$ cat config.mk
export PLATFORM = sky130hd
export DESIGN_NAME = lcd_bus_monitor_flat
export DESIGN_NICKNAME = d
export VERILOG_FILES = /design/src/rtl/lcd_bus_monitor_if.sv /design/src/rtl/lcd_bus_monitor.sv /design/src/flat_wrapper.sv
export SDC_FILE = /design/constraint.sdc
export NUM_CORES = 1
export LEC_CHECK = 0
export ABC_AREA = 1
export ABC_CLOCK_PERIOD_IN_PS = 2200
export BUFFER_PORTS_ARGS = -buffer_cell sky130_fd_sc_hd__buf_4
export CELL_PAD_IN_SITES_DETAIL_PLACEMENT = 0
export CELL_PAD_IN_SITES_GLOBAL_PLACEMENT = 1
export CORE_MARGIN = 4
export CORE_UTILIZATION = 28
export CTS_CLUSTER_SIZE = 20
export DETAILED_ROUTE_END_ITERATION = 6
export PLACE_DENSITY = 0.62
export SLEW_MARGIN = 5
export SYNTH_ARGS = -nofsm -noshare
export SYNTH_HDL_FRONTEND = slang
export SYNTH_SLANG_ARGS = --single-unit
$ cat constraint.sdc
create_clock -name clk -period 2.2 [get_ports clk]
set_input_delay 0.11 -clock clk [delete_from_list [all_inputs] [get_ports clk]]
set_output_delay 0.11 -clock clk [all_outputs]
set_load 0.005 [all_outputs]
$ cat src/rtl/lcd_bus_monitor_if.sv
// Character-LCD bus as seen between the CPU-side writer and the bus monitor.
// Valid/ready: there is no ready; a transfer is valid on the EN falling edge, with RS/RW/data sampled in that cycle.
interface lcd_bus_monitor_if;
  logic       EN;
  logic       RW;
  logic       RS;
  logic [7:0] data;

  modport master (output EN, RW, RS, data);
  modport slave  (input  EN, RW, RS, data);
endinterface

$ cat src/rtl/lcd_bus_monitor.sv
// HD44780-style bus monitor: latches transfers on EN fall and keeps a 2x16 shadow DDRAM
// plus controller state. It also models busy time and flags transfers that were dropped.
module lcd_bus_monitor #(
  parameter int BUSY_CYCLES = 2000,
  parameter int CLR_CYCLES  = 76500
) (
  input  logic                clk,
  input  logic                rst_n,
  lcd_bus_monitor_if.slave    bus,
  input  logic [4:0]          rd_addr,
  output logic [7:0]          rd_char,
  output logic [6:0]          cursor_addr,
  output logic                display_on,
  output logic                cursor_on,
  output logic                blink_on,
  output logic                two_line,
  output logic                incr,
  output logic                busy,
  output logic                xfer_strobe,
  output logic                overrun
);

  localparam int MAX_CYC = (CLR_CYCLES > BUSY_CYCLES) ? CLR_CYCLES : BUSY_CYCLES;
  localparam int CNT_W   = $clog2(MAX_CYC + 1);

  typedef enum logic [3:0] {
    OP_NOP,
    OP_CLEAR,
    OP_HOME,
    OP_ENTRY,
    OP_DISP,
    OP_SHIFT,
    OP_FUNC,
    OP_CGRAM,
    OP_DDRAM,
    OP_DATA
  } op_e;

  logic             en_q;
  logic [6:0]       ac_q, ac_d;
  logic             incr_q, incr_d;
  logic             disp_q, disp_d;
  logic             curs_q, curs_d;
  logic             blink_q, blink_d;
  logic             two_q, two_d;
  logic             busy_q, busy_d;
  logic [CNT_W-1:0] cnt_q, cnt_d;
  logic             strobe_q;
  logic             overrun_q;
  logic [7:0]       shadow_q [32];

  logic             fall;
  logic             take;
  logic             drop;
  op_e              op;
  logic             wr_en;
  logic [4:0]       wr_idx;
  logic             clr_all;
  logic             busy_load;
  logic             busy_long;

  function automatic logic [6:0] ac_step(input logic [6:0] ac, input logic up);
    logic [6:0] r;
    if (up) begin
      if (ac == 7'h27)      r = 7'h40;
      else if (ac == 7'h67) r = 7'h00;
      else                  r = ac + 7'd1;
    end else begin
      if (ac == 7'h40)      r = 7'h27;
      else if (ac == 7'h00) r = 7'h67;
      else                  r = ac - 7'd1;
    end
    return r;
  endfunction

  // Addresses past column 39 of a line fold onto the start of the next line.
  function automatic logic [6:0] ddram_remap(input logic [6:0] a);
    logic [6:0] r;
    if (a >= 7'h28 && a <= 7'h3F) r = 7'h40;
    else if (a >= 7'h68)          r = 7'h00;
    else                          r = a;
    return r;
  endfunction

  assign fall = en_q & ~bus.EN;
  assign take = fall & ~busy_q & ~bus.RW;
  assign drop = fall & (busy_q | bus.RW);

  always_comb begin
    op = OP_NOP;
    if (bus.RS) begin
      op = OP_DATA;
    end else begin
      casez (bus.data)
        8'b1???????: op = OP_DDRAM;
        8'b01??????: op = OP_CGRAM;
        8'b001?????: op = OP_FUNC;
        8'b0001????: op = OP_SHIFT;
        8'b00001???: op = OP_DISP;
        8'b000001??: op = OP_ENTRY;
        8'b0000001?: op = OP_HOME;
        8'b00000001: op = OP_CLEAR;
        default:     op = OP_NOP;
      endcase
    end
  end

  // Only columns 0-15 of each line exist in the shadow; index is {line, column}.
  assign wr_idx = {ac_q[6], ac_q[3:0]};

  always_comb begin
    ac_d      = ac_q;
    incr_d    = incr_q;
    disp_d    = disp_q;
    curs_d    = curs_q;
    blink_d   = blink_q;
    two_d     = two_q;
    wr_en     = 1'b0;
    clr_all   = 1'b0;
    busy_load = 1'b0;
    busy_long = 1'b0;
    if (take) begin
      case (op)
        OP_DATA: begin
          wr_en     = (ac_q[5:4] == 2'b00);
          ac_d      = ac_step(ac_q, incr_q);
          busy_load = 1'b1;
        end
        OP_CLEAR: begin
          clr_all   = 1'b1;
          ac_d      = 7'h00;
          incr_d    = 1'b1;
          busy_load = 1'b1;
          busy_long = 1'b1;
        end
        OP_HOME: begin
          ac_d      = 7'h00;
          busy_load = 1'b1;
          busy_long = 1'b1;
        end
        OP_ENTRY: begin
          incr_d    = bus.data[1];
          busy_load = 1'b1;
        end
        OP_DISP: begin
          disp_d    = bus.data[2];
          curs_d    = bus.data[1];
          blink_d   = bus.data[0];
          busy_load = 1'b1;
        end
        OP_SHIFT: begin
          if (!bus.data[3]) ac_d = ac_step(ac_q, bus.data[2]);
          busy_load = 1'b1;
        end
        OP_FUNC: begin
          two_d     = bus.data[3];
          busy_load = 1'b1;
        end
        OP_CGRAM: begin
          busy_load = 1'b1;
        end
        OP_DDRAM: begin
          ac_d      = ddram_remap(bus.data[6:0]);
          busy_load = 1'b1;
        end
        default: begin
        end
      endcase
    end
  end

  // Counter holds N-1 on the first busy cycle and busy drops after it reaches zero.
  always_comb begin
    busy_d = busy_q;
    cnt_d  = cnt_q;
    if (busy_load) begin
      busy_d = 1'b1;
      cnt_d  = busy_long ? CNT_W'(CLR_CYCLES - 1) : CNT_W'(BUSY_CYCLES - 1);
    end else if (busy_q) begin
      if (cnt_q == '0) busy_d = 1'b0;
      else             cnt_d  = cnt_q - CNT_W'(1);
    end
  end

  always_ff @(posedge clk or negedge rst_n) begin
    if (!rst_n) begin
      en_q      <= 1'b0;
      ac_q      <= 7'h00;
      incr_q    <= 1'b1;
      disp_q    <= 1'b0;
      curs_q    <= 1'b0;
      blink_q   <= 1'b0;
      two_q     <= 1'b0;
      busy_q    <= 1'b0;
      cnt_q     <= '0;
      strobe_q  <= 1'b0;
      overrun_q <= 1'b0;
    end else begin
      en_q      <= bus.EN;
      ac_q      <= ac_d;
      incr_q    <= incr_d;
      disp_q    <= disp_d;
      curs_q    <= curs_d;
      blink_q   <= blink_d;
      two_q     <= two_d;
      busy_q    <= busy_d;
      cnt_q     <= cnt_d;
      strobe_q  <= take;
      overrun_q <= overrun_q | drop;
    end
  end

  always_ff @(posedge clk or negedge rst_n) begin
    if (!rst_n) begin
      for (int i = 0; i < 32; i++) shadow_q[i] <= 8'h20;
    end else if (clr_all) begin
      for (int i = 0; i < 32; i++) shadow_q[i] <= 8'h20;
    end else if (wr_en) begin
      shadow_q[wr_idx] <= bus.data;
    end
  end

  assign rd_char     = shadow_q[rd_addr];
  assign cursor_addr = ac_q;
  assign display_on  = disp_q;
  assign cursor_on   = curs_q;
  assign blink_on    = blink_q;
  assign two_line    = two_q;
  assign incr        = incr_q;
  assign busy        = busy_q;
  assign xfer_strobe = strobe_q;
  assign overrun     = overrun_q;

endmodule

$ cat src/flat_wrapper.sv
// flat-port wrapper written by rule: the top's interface ports become plain ports
module lcd_bus_monitor_flat 
#(
  parameter int BUSY_CYCLES = 2000,
  parameter int CLR_CYCLES  = 76500
)
  (clk, rst_n, rd_addr, rd_char, cursor_addr, display_on, cursor_on, blink_on, two_line, incr, busy, xfer_strobe, overrun, bus_EN, bus_RW, bus_RS, bus_data);
  lcd_bus_monitor_if bus_i ();
  input  logic clk;
  input  logic rst_n;
  input  logic [4:0] rd_addr;
  output logic [7:0] rd_char;
  output logic [6:0] cursor_addr;
  output logic display_on;
  output logic cursor_on;
  output logic blink_on;
  output logic two_line;
  output logic incr;
  output logic busy;
  output logic xfer_strobe;
  output logic overrun;
  input wire logic [$bits(bus_i.EN)-1:0] bus_EN;
  input wire logic [$bits(bus_i.RW)-1:0] bus_RW;
  input wire logic [$bits(bus_i.RS)-1:0] bus_RS;
  input wire logic [$bits(bus_i.data)-1:0] bus_data;
  assign bus_i.EN = bus_EN;
  assign bus_i.RW = bus_RW;
  assign bus_i.RS = bus_RS;
  assign bus_i.data = bus_data;
  lcd_bus_monitor #(.BUSY_CYCLES(BUSY_CYCLES), .CLR_CYCLES(CLR_CYCLES)) u_core (.clk(clk), .rst_n(rst_n), .bus(bus_i), .rd_addr(rd_addr), .rd_char(rd_char), .cursor_addr(cursor_addr), .display_on(display_on), .cursor_on(cursor_on), .blink_on(blink_on), .two_line(two_line), .incr(incr), .busy(busy), .xfer_strobe(xfer_strobe), .overrun(overrun));
endmodule
==> results of run 1 <==
[layout by cell type (no fill, tap or decap), drive strengths merged, types with 15 or more instances in the layout]
| master | netlist | routed |
|---|---|---|
| o22ai | 16 | 16 |
| nand2 | 416 | 416 |
| nand4 | 15 | 15 |
| buf | 25 | 113 |
| clkbuf | 73 | 45 |
| nand3 | 103 | 103 |
| dfstp | 33 | 33 |
| inv | 139 | 140 |
| nor2 | 197 | 197 |
| a21oi | 36 | 36 |
| dfrtp | 256 | 256 |
| o221ai | 43 | 43 |
| o21ai | 401 | 401 |
[repair_timing]
item,CTS,global route
pin swaps,3,6
hold buffers,8,0
hold endpoints to repair,267,0
resized for setup,5,12
endpoints found under the setup margin,3,20
[per-stage QoR]
stage | area (um2) | std cells | hold slack (ns) | setup slack, ns
after floorplan | 14300 | 1808 | -0.186 | 0.304
after global placement | 15800 | 2495 | -0.0397 | 0.188
after detailed placement | 15800 | 2495 | -0.0393 | 0.188
after CTS | 17200 | 2567 | 0.0146 | 0.000311
after global routing | 17200 | 2567 | 0.0458 | -0.0503
final | 17200 | 2567 | 0.0269 | 0.0324
[worst max-delay path, stage by stage (launching register included)]
cell and delay [ns]:
sky130_fd_sc_hd__dfrtp_1 0.39, sky130_fd_sc_hd__o21ai_0 0.19, sky130_fd_sc_hd__o221ai_1 0.16, sky130_fd_sc_hd__nand3_1 0.17
sky130_fd_sc_hd__o21ai_0 0.10, sky130_fd_sc_hd__nor2_1 0.22, sky130_fd_sc_hd__a21oi_1 0.12, sky130_fd_sc_hd__buf_4 0.16
[cell families after synthesis]
kind of cell / count (synthesis)
adder cells (fa/ha/maj): 6
flip-flops: 289
AND/OR/NAND/NOR: 743
AO/OA/AOI/OAI: 522
XOR/XNOR: 10
multiplexers: 1
buffers and inverters: 237
[routing by layer]
| metal | vias to the layer above | track usage [%] | wire (um) |
|---|---|---|---|
| met3 | 74 | 2.78 | 2290 |
| met5 | - | 0 | 0 |
| met4 | 0 | 5.08 | 1280 |
| li1 | 6175 | - | - |
| met2 | 306 | 28.6 | 22600 |
| met1 | 6323 | 25.7 | 23600 |
[sequential cells by signal, indices dropped and copies added (netlist names)]
name / count
u_core.blink_on: 1
u_core.busy: 1
u_core.cnt_q: 17
u_core.cursor_addr: 7
u_core.cursor_on: 1
u_core.display_on: 1
u_core.en_q: 1
u_core.incr: 1
u_core.overrun: 1
u_core.shadow_q: 256
u_core.two_line: 1
u_core.xfer_strobe: 1
[final cells by class]
type	instances	area [um2]
timing repair buffer	121	1120
multi-input combinational	1282	6160
clock buffer	45	975
sequential	289	7270
inverter	139	524
clock inverter	19	294
fill	5277	33200
tap	672	841
[power by group through the flow]
stage | registers [mW] | logic (mW) | clock network [mW]
3_5_place_dp | 5.41 | 0.902 | 0
6_report | 5.32 | 0.921 | 6.42
2_1_floorplan | 5.42 | 0.411 | 0
3_3_place_gp | 5.41 | 0.907 | 0
4_1_cts | 5.32 | 0.921 | 6.56
5_1_grt | 5.32 | 1.01 | 6.77
[worst max path at each step]
stage	to	slack, ns
6_report	rd_char[6]	0.03
3_5_place_dp	u_core.shadow_q[234]	0.19
5_1_grt	rd_char[5]	-0.05
3_3_place_gp	u_core.shadow_q[93]	0.19
4_1_cts	rd_char[5]	0.0003
2_1_floorplan	u_core.cursor_addr[3]	0.30
==> metrics.sh, run 1 <==
STATUS='complete, no violations'
DETAILEDROUTE.FIRSTITERATIONVIOLATIONS=1234
SYNTH_CELLS=1808
CELLPOWERDENSITY_nW_PER_UM2=736
GRT_OVERFLOW=0
RR_STARTPOINT='u_core.busy'
SYNTH_FA_HA_AREA_SHARE_PCT=0.524
YS_SEQ_AREA_SHARE_PCT=50.7
POST-CTS-SETUP-BUFFERS=0
GRT_START_MAX_NET_PINS=79
NUM_VIAS=12878
HPWL_UM=32700
WL_PER_CELL_UM=19.4
POSTSYNTHNETCOUNT=1832
SYNTH-XOR-AREA-SHARE_PCT=0.611
CORE_AREA_UM2=50400
P_CLK_SHARE_PCT=50.7
P_LEAK_nW=7.92
FIRST_GLOBAL_VIAS=12764
SYNTH.YOSYS.WARNINGS=0
RSZ0062_AT_GRT='true'
SYNTH.LIB_CELLS_USED.DISTINCT=39
SYNTH-MAIN-FF-CELL='sky130_fd_sc_hd__dfrtp_1'
WORST_EP_ARRIVAL_NS=2.06
HOLD_VIOLATIONS=0
NUMBER_OF_ENDPOINTS_FAILING_SETUP_AT_THE_FINAL_STAGE=0
GPL.FINAL_WEIGHTED_CONGESTION=0.819
SYNTH_SIMPLE_GATE_AREA_SHARE_PCT=21.5
FINAL_PERIOD_MINUS_WORST_SETUP_SLACK_NS=2.17
FINAL_ANTENNA_NET_COUNT=0
SYNTHMUXAREASHARE_PCT=0.0698
R2R.WORST_PATH.CELLS=9
NUMBER_OF_ANTENNA_VIOLATIONS_AT_THE_FIRST_CHECK_IN_GLOBAL_ROUTING=0
DIEHEIGHT_UM=234
SYNTH_TOP_FAMILY_BY_AREA='simple AND/OR/NAND/NOR gates'
LAYOUT.NETS=1892
FIN_SETUP_TNS_NS=0
MIN-DELAY-START='bus_RS'
PEAKVDDDROP_uV=451
MAXCAPVIOLATIONS=0
CLK_TRANSITION_REPORTED_PATHS_NS=0.06
TRITONCTS='built'
TOTALPOWERFINAL_mW=12.7
CTS.SINK_COUNT=289
CRITICAL_PATH.ENDPOINT_TYPE='output port'
SYNTH_EDF_COUNT=0
YS_SEQ_ELEMENTS=289
YOSYSTOPAREACELL='sky130_fd_sc_hd__dfrtp_1'
FINAL_SLEW_VIOL_COUNT=0
WORST_HOLD_PATH.NUM_CELLS=5
HOLDPATHEND='u_core.two_line'
GRT_UTIL_ALL_LAYERS_PCT=18.0
MAPPEDNETLISTAREA_UM2=14300
ENDPOINT_OF_THE_WORST_SLACK_REG_TO_REG_TIMING_PATH='u_core.shadow_q[49]'
YS_TOP_CELLS_BY_COUNT='410 x sky130_fd_sc_hd__nand2_1, 386 x sky130_fd_sc_hd__o21ai_0, 256 x sky130_fd_sc_hd__dfrtp_1, 195 x sky130_fd_sc_hd__nor2_1, 106 x sky130_fd_sc_hd__inv_1'
WORST_SLEW_MARGIN_REL_PCT=51.0
DIE_AREA_UM2=54900
N_ANTENNA_CELL=0
INSERTION_DELAY_NS=0.55
AREA_GROWTH_SYN_TO_LAYOUT_PCT=19.9
GLOBAL_ROUTE_WIRE_LENGTH_BEFORE_REPAIR_UM=77400
PORT_BUFFERS=40
WIRELENGTH_UM=49800
YS_ASYNC_SR_FRACTION_PCT=100
DETAIL_ROUTE.DRC_VIOLATIONS=0
CRITICAL_PATH_CLASS='reg2out'
TIGHTESTPINTRANSITION_NS=0.732
ROW_COUNT=82
CRITPATHLAUNCH='u_core.shadow_q[214]'
DRTPASS1ITERATIONS=7
POST-SYNTH-TOP-COUNT-CELL='sky130_fd_sc_hd__nand2_1'
CTS_BUFFER_COUNT=35
POWER_FRAC_SEQ_PCT=42.0
FINAL_MIN_PERIOD_OVER_CLOCK_PERIOD_PCT=98.5
CLK_PATH_BUF_DEPTH=3
FINAL_UTIL_PCT=34.1
NET-SWITCHING-POWER_mW=3.10
FINCLKSKEW_NS=0.0322
INTERNAL-POWER_mW=9.56
REG2REG_SETUP_SLACK_NS=0.19
AVERAGE_VIAS_PER_PLACED_INSTANCE=5.02
POST_SYNTHESIS_MEAN_INSTANCE_AREA_UM2=7.93
IO_PINS=41
SYNTH_AREA_IN_COMPOUND_GATES_PCT=19.9
CP_DATA_REQUIRED_TIME_NS=2.09
FLOORPLAN.DIE.WIDTH_UM=234
CTS_ROOT_BUFFER='sky130_fd_sc_hd__clkbuf_16'
POST_SYNTH_MAIN_AREA_CONTRIBUTORS='sky130_fd_sc_hd__dfrtp_1 45%, sky130_fd_sc_hd__o21ai_0 13%, sky130_fd_sc_hd__nand2_1 11%, sky130_fd_sc_hd__dfstp_2 6.0%, sky130_fd_sc_hd__nor2_1 5.1%'
NETLIST.AREA_LEADER.SHARE_PCT=44.7
INITIAL_UTILIZATION_PCT=28.5
CP-START-KIND='register'
WORST-PATH-MAX-FANOUT=2
CLOCK.FMAX_MHz=461
COMBINATIONAL_FRACTION_OF_DESIGN_POWER_PCT=7.3
HOLD_PATH.CLASS='in2reg'
LAYOUT-DRIVE-GT1-SHARE_PCT=14.5
CTS.HTREE.LEVELS=2
POWER_SWITCHING_SHARE_PCT=24.5
Power figures use the tool's default switching activity.
==> run 2: changes to the inputs <==
==> constraint.sdc (replaced) <==
create_clock -name clk -period 2.2 [get_ports clk]
set_input_delay 0.33 -clock clk [delete_from_list [all_inputs] [get_ports clk]]
set_output_delay 0.33 -clock clk [all_outputs]
set_load 0.005 [all_outputs]
==> run 2 against run 1 <==
  * The run now ends with setup timing left
  * Power decreased by 6.1%
  * Flip-flop and latch count unchanged
  * Sequential share of layout area decreased by 0.86 points
  * Critical path depth increased by 2
  * Final area increased by 2.1%
  * Hold slack improved by 0.059 ns
  * Global-route usage increased by 0.097 points
  * Non-clock buffer count increased by 40
  * Combinational power increased by 9%
  * Worst setup slack got worse by 0.14 ns
  * Clock skew increased by 0.0013 ns
  * Wire length decreased by 0.42%
  * Critical path type unchanged
  * Highest routed layer unchanged
==> metrics.sh, run 2 (synthesized netlist as in run 1, its figures left out) <==
LAYOUT.NETS=1931  # +2.1%
MET3WIRELENGTH_UM=2420  # +5.7%
WORST_HOLD_PATH.NUM_CELLS=3  # -2
VIOLATIONS_IN_THE_FINAL_REPORTS='setup timing'
MAXCAPVIOLATIONS=0  # unchanged
TRITONCTS='built'
CLOCK.FMAX_MHz=433  # -6.1%
DRT-MET1-WL_UM=23000  # -2.6%
DETAIL_ROUTE.DRC_VIOLATIONS=0  # unchanged
LAYOUT.CELLS.MOST_COMMON='sky130_fd_sc_hd__nand2_1'
AVERAGE_VIAS_PER_PLACED_INSTANCE=4.97  # -1.0%
DIE_AREA_UM2=54900  # unchanged
GRT_START_MAX_NET_PINS=60  # -24%
P_LEAK_nW=8.10  # +2.3%
FIN_SETUP_TNS_NS=-0.316  # -0.316 ns
ENDPOINT_OF_THE_WORST_SLACK_REG_TO_REG_TIMING_PATH='u_core.cnt_q[11]'
FINAL_MIN_PERIOD_OVER_CLOCK_PERIOD_PCT=105  # +6.4 points
DRTPASS1ITERATIONS=5  # -2
WORST_EP_ARRIVAL_NS=1.98  # -0.08 ns
HPWL_UM=33600  # +2.9%
CP_DATA_REQUIRED_TIME_NS=1.87  # -0.22 ns
CRITICAL_PATH.ENDPOINT_TYPE='output port'
CTS_BUFFER_COUNT=34  # -2.9%
MIN-DELAY-START='bus_data[1]'
CRITICAL_PATH_CLASS='reg2out'
ROW_COUNT=82  # unchanged
WIRELENGTH_UM=49600  # -0.42%
CLK_PATH_BUF_DEPTH=3  # unchanged
NUMBER_OF_ENDPOINTS_FAILING_SETUP_AT_THE_FINAL_STAGE=5  # +5
LAYOUT-DRIVE-GT1-SHARE_PCT=18.1  # +3.6 points
HOLDPATHEND='u_core.incr'
AREA_GROWTH_SYN_TO_LAYOUT_PCT=22.4
GRT_OVERFLOW=0  # unchanged
WORST_HOLD_SLACK_NS=0.0862  # +0.0593 ns
CP-START-KIND='register'
GLOBAL_ROUTE_WIRE_LENGTH_BEFORE_REPAIR_UM=76800  # -0.80%
LAYOUT_SETUP_WS_NS=-0.108  # -0.141 ns
CLK_TRANSITION_REPORTED_PATHS_NS=0.06  # about the same
CTS_ROOT_BUFFER='sky130_fd_sc_hd__clkbuf_16'
FINAL_CELL_MIX='409 x sky130_fd_sc_hd__nand2_1, 341 x sky130_fd_sc_hd__o21ai_0, 256 x sky130_fd_sc_hd__dfrtp_1'
RSZ0062_AT_GRT='true'
INITIAL_UTILIZATION_PCT=28.5  # unchanged
PORT_BUFFERS=40  # unchanged
STATUS='finished, violations left'
FINCLKSKEW_NS=0.0334  # +0.00127 ns
FINAL_SLEW_VIOL_COUNT=0  # unchanged
LARGEST_REGISTER_FFS=256  # unchanged
FILLER_INSTANCES=5253  # -0.45%
WORST_SLEW_MARGIN_REL_PCT=57.9  # +6.8 points
IO_PINS=41  # unchanged
PEAKVDDDROP_uV=500  # +11%
CELLPOWERDENSITY_nW_PER_UM2=678  # -8.0%
FIRST_GLOBAL_VIAS=12716  # -0.38%
DIEHEIGHT_UM=234  # unchanged
MAX_FLOP_REGISTER='u_core.shadow_q'
NUM_VIAS=12937  # +0.46%
GPL.FINAL_WEIGHTED_CONGESTION=0.837  # +2.1%
NUMBER_OF_ANTENNA_VIOLATIONS_AT_THE_FIRST_CHECK_IN_GLOBAL_ROUTING=0  # unchanged
CTS.SINK_COUNT=289  # unchanged
INSERTION_DELAY_NS=0.56  # about the same
N_ANTENNA_CELL=0  # unchanged
HOLD_VIOLATIONS=0  # unchanged
CORE_AREA_UM2=50400  # unchanged
WL_MET2_UM=22900  # +1.1%
TIGHTESTPINTRANSITION_NS=0.632  # -0.100 ns
HIGHEST-SIGNAL-LAYER='met4'
WORST-PATH-MAX-FANOUT=2  # unchanged
R2R.WORST_PATH.CELLS=11  # +2
FLOORPLAN.DIE.WIDTH_UM=234  # unchanged
FINAL_ANTENNA_NET_COUNT=0  # unchanged
REG2REG_SETUP_SLACK_NS=0.22  # +0.03 ns
FINAL_PERIOD_MINUS_WORST_SETUP_SLACK_NS=2.31  # +0.141 ns
RR_STARTPOINT='u_core.cnt_q[0]'
GRT_UTIL_ALL_LAYERS_PCT=18.1  # +0.097 points
WL_PER_CELL_UM=19.0  # -1.9%
CTS.HTREE.LEVELS=2  # unchanged
DETAILEDROUTE.FIRSTITERATIONVIOLATIONS=991  # -20%
HOLD_PATH.CLASS='in2reg'
==> run 2: changes by cell type in the layout (fill, tap and decap cells not counted), moves of 6 or more <==
cell                            previous run  this run
sky130_fd_sc_hd__a21oi_2                   1        10
sky130_fd_sc_hd__nor2_1                  190       184
sky130_fd_sc_hd__o21ai_2                   0         9
sky130_fd_sc_hd__a21oi_1                  35        25
sky130_fd_sc_hd__clkbuf_1                  5        11
sky130_fd_sc_hd__o21ai_0                 381       341
sky130_fd_sc_hd__o21ai_1                  20        51
sky130_fd_sc_hd__dlygate4sd3_1             8         2
sky130_fd_sc_hd__bufinv_16                 7         0
sky130_fd_sc_hd__buf_4                    97       135
==> run 2: area by class of cell <==
class / count / area [um2] / share of cell area, %
well taps: 672 / 841 / 4.79
multi-input cells: 1282 / 6320 / 36.0
inverters: 139 / 527 / 3.00
clock buffers: 55 / 1040 / 5.93
clock inverters: 7 / 60.1 / 0.342
repair buffers: 161 / 1480 / 8.43
flip-flops and latches: 289 / 7270 / 41.5
==> run 2: per-layer routing <==
layer,up-vias,GRT usage [%]
li1,6283,-
met1,6243,24.9
met2,333,29.4
met3,78,3.29
met4,0,5.32
met5,-,0
==> run 2: report_power, final <==
group | leakage [nW] | total [mW] | internal [mW] | switching [mW]
clock | 0.539 | 5.57 | 3.26 | 2.31
combinational | 3.73 | 1.00 | 0.322 | 0.679
sequential | 3.84 | 5.32 | 5.32 | 0.000243
total | 8.10 | 11.9 | 8.90 | 2.99
==> run 2: how the worst max path moves through the flow <==
stage | startpoint | end | slack [ns] | cells past startpoint
6_report | u_core.shadow_q[45] | rd_char[5] | -0.11 | 9
5_1_grt | u_core.shadow_q[109] | rd_char[5] | -0.22 | 9
4_1_cts | u_core.shadow_q[141] | rd_char[5] | -0.22 | 8
3_5_place_dp | rd_addr[1] | rd_char[5] | -0.11 | 9
3_3_place_gp | rd_addr[1] | rd_char[0] | -0.12 | 10
2_1_floorplan | rd_addr[0] | rd_char[5] | 0.29 | 10
==> run 2: critical path: stages, from the launching register on <==
cell,delay [ns]
sky130_fd_sc_hd__dfstp_2,0.51
sky130_fd_sc_hd__inv_1,0.07
sky130_fd_sc_hd__a21oi_2,0.13
sky130_fd_sc_hd__o21ai_1,0.07
sky130_fd_sc_hd__o211ai_1,0.12
sky130_fd_sc_hd__nand3_1,0.11
sky130_fd_sc_hd__nand2_1,0.08
sky130_fd_sc_hd__nor2_2,0.06
sky130_fd_sc_hd__a21oi_4,0.17
sky130_fd_sc_hd__buf_6,0.12
==> run 2: what timing repair did <==
item / 4_1_cts / 5_1_grt
hold buffers: 2 / 0
setup endpoints to repair: 8 / 13
resized for setup: 47 / 56
hold endpoints to repair: 46 / 0
pin swaps: 16 / 24
buffers inserted: 1 / 2
cloned: 0 / 1
==> run 2: stage by stage <==
step | utilization, % | total power, mW | cell area, um2 | setup WS (ns) | cells
floorplan | - | 5.83 | 14300 | 0.288 | 1808
global placement | 32.1 | 6.36 | 16200 | -0.124 | 2538
detailed placement | 32.1 | 6.35 | 16200 | -0.109 | 2538
CTS | 34.5 | 12.1 | 17400 | -0.224 | 2603
global route | 34.8 | 12.4 | 17500 | -0.219 | 2605
finish | 34.8 | 11.9 | 17500 | -0.108 | 2605
